File: config.mk
export PLATFORM = sky130hd
export DESIGN_NAME = lsu_thread
export DESIGN_NICKNAME = d
export VERILOG_FILES = /design/src/rtl/lsu_thread.sv
export SDC_FILE = /design/constraint.sdc
export NUM_CORES = 1
export LEC_CHECK = 0
export CAP_MARGIN = 10
export CORE_ASPECT_RATIO = 1.4
export CORE_MARGIN = 2
export CORE_UTILIZATION = 40
export DETAILED_ROUTE_END_ITERATION = 6
export PLACE_DENSITY_LB_ADDON = 0.08
export SLEW_MARGIN = 20
export SYNTH_ARGS = -nofsm -noshare
export SYNTH_HDL_FRONTEND = slang
export SYNTH_SLANG_ARGS = --single-unit
File: constraint.sdc
create_clock -name clk -period 4.1 [get_ports clk]
set_input_delay 1.23 -clock clk [delete_from_list [all_inputs] [get_ports clk]]
set_output_delay 1.23 -clock clk [all_outputs]
set_load 0.01 [all_outputs]
File: src/rtl/lsu_thread.sv
// -----------------------------------------------------------------------------
// lsu_thread
//   Per-thread load/store unit. Accepts one LDR or STR per instruction while
//   the core is in its REQUEST phase, drives a valid/ready memory channel until
//   the memory accepts, then parks in DONE until the core reaches WRITEBACK.
//
// Ports
//   clk, reset          clock; synchronous active-high reset
//   enable              thread active; low freezes every register
//   core_state[2:0]     core phase (REQUEST=011, WAIT=100, WRITEBACK=110)
//   mem_read_enable     decoded LDR
//   mem_write_enable    decoded STR (ignored when LDR is also set)
//   rs, rt              register operands: address and store data
//   mem_read_*          read channel (valid/address out, ready/data in)
//   mem_write_*         write channel (valid/address/data out, ready in)
//   lsu_state[1:0]      IDLE=0, REQUESTING=1, WAITING=2, DONE=3
//   lsu_out             last loaded data, to register-file WriteData
// -----------------------------------------------------------------------------
module lsu_thread #(
   parameter int ADDR_BITS = 8,
   parameter int DATA_BITS = 8
) (
   input  logic                 clk,
   input  logic                 reset,
   input  logic                 enable,
   input  logic [2:0]           core_state,
   input  logic                 mem_read_enable,
   input  logic                 mem_write_enable,
   input  logic [DATA_BITS-1:0] rs,
   input  logic [DATA_BITS-1:0] rt,
   output logic                 mem_read_valid,
   output logic [ADDR_BITS-1:0] mem_read_address,
   input  logic                 mem_read_ready,
   input  logic [DATA_BITS-1:0] mem_read_data,
   output logic                 mem_write_valid,
   output logic [ADDR_BITS-1:0] mem_write_address,
   output logic [DATA_BITS-1:0] mem_write_data,
   input  logic                 mem_write_ready,
   output logic [1:0]           lsu_state,
   output logic [DATA_BITS-1:0] lsu_out
);

   localparam logic [2:0] CORE_REQUEST   = 3'b011;
   localparam logic [2:0] CORE_WRITEBACK = 3'b110;

   typedef enum logic [1:0] {
      IDLE       = 2'd0,
      REQUESTING = 2'd1,
      WAITING    = 2'd2,
      DONE       = 2'd3
   } state_t;

   state_t                 r_state;
   logic                   r_is_read;
   logic                   r_rd_valid;
   logic [ADDR_BITS-1:0]   r_rd_addr;
   logic                   r_wr_valid;
   logic [ADDR_BITS-1:0]   r_wr_addr;
   logic [DATA_BITS-1:0]   r_wr_data;
   logic [DATA_BITS-1:0]   r_out;

   logic [ADDR_BITS-1:0]   w_addr;
   logic                   w_ready;

   assign w_addr  = ADDR_BITS'(rs);
   // Only the ready of the channel actually in use can complete a request.
   assign w_ready = r_is_read ? mem_read_ready : mem_write_ready;

   always_ff @(posedge clk) begin
      if (reset) begin
         r_state    <= IDLE;
         r_is_read  <= 1'b0;
         r_rd_valid <= 1'b0;
         r_rd_addr  <= '0;
         r_wr_valid <= 1'b0;
         r_wr_addr  <= '0;
         r_wr_data  <= '0;
         r_out      <= '0;
      end else if (enable) begin
         case (r_state)
            IDLE: begin
               if (core_state == CORE_REQUEST && (mem_read_enable || mem_write_enable)) begin
                  // Operands are captured here and never re-sampled, so the
                  // request stays stable however rs/rt move afterwards.
                  // A simultaneous LDR/STR decode is treated as a load.
                  r_is_read <= mem_read_enable;
                  if (mem_read_enable) begin
                     r_rd_valid <= 1'b1;
                     r_rd_addr  <= w_addr;
                  end else begin
                     r_wr_valid <= 1'b1;
                     r_wr_addr  <= w_addr;
                     r_wr_data  <= rt;
                  end
                  r_state <= REQUESTING;
               end
            end
            REQUESTING: begin
               // Ready is not looked at here; the handshake completes in WAITING.
               r_state <= WAITING;
            end
            WAITING: begin
               if (w_ready) begin
                  if (r_is_read) r_out <= mem_read_data;
                  r_rd_valid <= 1'b0;
                  r_wr_valid <= 1'b0;
                  r_state    <= DONE;
               end
            end
            DONE: begin
               if (core_state == CORE_WRITEBACK) r_state <= IDLE;
            end
            default: r_state <= IDLE;
         endcase
      end
   end

   assign mem_read_valid    = r_rd_valid;
   assign mem_read_address  = r_rd_addr;
   assign mem_write_valid   = r_wr_valid;
   assign mem_write_address = r_wr_addr;
   assign mem_write_data    = r_wr_data;
   assign lsu_state         = r_state;
   assign lsu_out           = r_out;

endmodule

==> flow_summary_export.csv <==
group,metric,value,unit
cts,clock_latency,0.28,ns
critical_path,worst-r2r-setup-slack,2.34,ns
critical_path,critPathLaunchType,"primary input",
die,die_height,75.9,um
cells_and_area,final_area,2310,sq um
route,avgRoutedWirePerCell,14.1,um
cts,clock_path_buffers,2,
synth,synth_cell_type_count,26,
timing,fin_skew,0.00570,ns
synth,yosysWarnings,0,
cells_and_area,post-route-util,0.645,
critical_path,critPathMaxFanout,9,
route,ant_nets,0,
timing,finalSetupViolations,0,
cts,cts_resized,0,
route,vias,1367,
synth,avgSynthCellArea,9.65,sq um
min_path,hp-class,"reg -> reg",
cells_and_area,syn2layout_area_growth,56.4,%
synth,ys_top_cells_by_area,"dfxtp_1, mux2i_1, nor2_1, nand2_1, a21oi_1",
timing,max_slew_margin,0.656,
die,dieWidth,55.3,um
route,first_pass_iters,4,
cts,clock_sink_count,37,
die,die_area,4200,sq um
timing,hold_slack,0.458,ns
min_path,hold_depth,2,
die,start_util,0.413,
status,status,"complete, no violations",
pwr,p_per_area,330,nW/um^2
pwr,p_leak,0.938,nW
timing,grt_setup_unrepaired,"false",
global_route,grt_usage,0.187,
cts,path_clk_slew,0.08,ns
route,drt_iter0_drc,32,
pwr,irDropWorstVdd,0.394,mV
critical_path,slowest_stage,"and4_1",
placement,hpwl,2840,um
timing,fin_crit_sh,0.656,
critical_path,crit_path_end,"mem_read_address[0]$_SDFFE_PP0P_",
timing,fmax,372,MHz
synth,synthCells,153,
global_route,grt_pass1_wl,6110,um
cts,postCtsHoldBufs,0,
critical_path,critPathKind,"in -> reg",
synth,ys_seq_area_frac,0.502,
timing,tightest_slew,0.515,ns
synth,synth_top_area_share,0.502,
cells_and_area,diodes,0,
die,io_pins,70,
cts,clock-root-buffer,"clkbuf_8",
placement,routabilityCongestion,0.751,
cells_and_area,nNetsFinal,260,
route,post_drt_via_cell_ratio,5.14,
cts,post_cts_buffers,0,
global_route,grt_pass1_vias,1384,
critical_path,cp.arrival,2.86,ns
route,drt-total-wl,3760,um
critical_path,reg2reg_to,"mem_write_address[6]$_SDFFE_PP0P_",
critical_path,slowest_delay,0.56,ns
critical_path,cp-startpoint,"core_state[2]",
cells_and_area,drive_gt1_frac,0.0491,
placement,io_buffers,69,
cts,cts_tree,"done",
job,cap_violations,0,
synth,yosys.area.top_type,"dfxtp_1",
die,coreArea,3580,sq um
global_route,grt-ovfl-total,0,
cells_and_area,final_cell_mix,"clkdlybuf4s50_1, dfxtp_1, mux2i_1, nor2_1, nand2_1",
synth,syn_area,1480,sq um
critical_path,ff2ff_path_depth,6,
die,num_rows,26,
critical_path,path_cells,"clkdlybuf4s50_1, and3b_1, and4_1, mux2i_1, nor2_1",
critical_path,rr_startpoint,"lsu_state[0]$_SDFFE_PP0P_",
route,route.detailed.drc,0,
critical_path,end_kind,"register",
cells_and_area,layout_commonest_cell,"clkdlybuf4s50_1",
timing,tns,0,ns
timing,drv_slew,0,
timing,finalHoldViolCount,0,
global_route,grt_max_degree,28,
critical_path,critPathRequiredTime,4.27,ns
cts,htreeDepth,2,
timing,period_minus_slack,2.69,ns
cts,cts_made_buffers,5,
placement,dpl_cell_area,2190,sq um
global_route,antenna_found_initial,0,
synth,synth_nets,190,
synth,synth_seq_cells,37,
-- registers in the layout, summed over array words and instances (netlist names) --
register           flops
mem_write_address      8
mem_write_data         8
lsu_out                8
mem_write_valid        1
r_is_read              1
mem_read_address       8
mem_read_valid         1
lsu_state              2
-- layer usage --
metal / GRT usage / share of wire / vias to the layer above
li1: - / - / 659
met1: 0.181 / 0.36 / 636
met2: 0.339 / 0.52 / 60
met3: 0.0713 / 0.081 / 12
met4: 0.122 / 0.030 / 0
met5: 0 / 0 / -
-- where the power goes --
group,internal [mW],switching [mW]
logic,0.0436,0.0282
registers,0.363,0.00297
clock network,0.198,0.127
total,0.605,0.158
-- metrics by stage --
stage	worst slack [ns]	power (mW)	instances
floorplan	1.87	0.399	153
global placement	1.18	0.444	258
detailed placement	1.11	0.446	258
CTS	1.43	0.775	266
global route	1.32	0.791	266
finish	1.41	0.763	266
-- synthesized netlist by cell type --
library cell	instances
ha_1	3
o211a_1	1
and2b_1	1
mux2_1	1
clkbuf_1	5
a21boi_0	1
and4_1	2
or2_1	1
nor4_1	1
o21a_1	1
o21ai_2	1
or4_1	2
mux2i_1	25
a21oi_1	9
buf_4	1
o2bb2ai_1	1
nand4_1	3
nand2_1	21
nor3_1	3
nand4_4	1
inv_1	4
and3b_1	1
buf_6	1
dfxtp_1	37
nor2_1	25
o211ai_1	1
-- worst max-delay path, delay by kind of cell --
kind	cells	cell delay, ns
buf+inv	1	0.42
mux	1	0.27
simple gates	3	0.94
-- cells by family after synthesis --
logic type	count (synthesis)	synth area share
compound gates	15	0.0644
flops	37	0.502
buf+inv	11	0.0356
mux	26	0.177
simple gates	61	0.196
fa+ha+maj	3	0.0254
-- final cells by class --
type	instances	area [sq um]
Fill cell	324	1270
Sequential cell	37	741
Timing Repair Buffer	70	698
Multi-Input combinational cell	105	683
Clock buffer	6	82.6
Tap cell	42	52.6
Clock inverter	2	37.5
Inverter	4	15.0
-- how the worst min path moves through the flow --
stage | start | endpoint | slack (ns)
2_1_floorplan | lsu_out[0]$_SDFFE_PP0P_ | lsu_out[0]$_SDFFE_PP0P_ | 0.48
3_3_place_gp | lsu_out[3]$_SDFFE_PP0P_ | lsu_out[3]$_SDFFE_PP0P_ | 0.44
3_5_place_dp | lsu_out[3]$_SDFFE_PP0P_ | lsu_out[3]$_SDFFE_PP0P_ | 0.45
4_1_cts | lsu_out[3]$_SDFFE_PP0P_ | lsu_out[3]$_SDFFE_PP0P_ | 0.46
5_1_grt | lsu_out[3]$_SDFFE_PP0P_ | lsu_out[3]$_SDFFE_PP0P_ | 0.48
6_report | lsu_out[5]$_SDFFE_PP0P_ | lsu_out[5]$_SDFFE_PP0P_ | 0.46
Power figures use the tool's default switching activity.
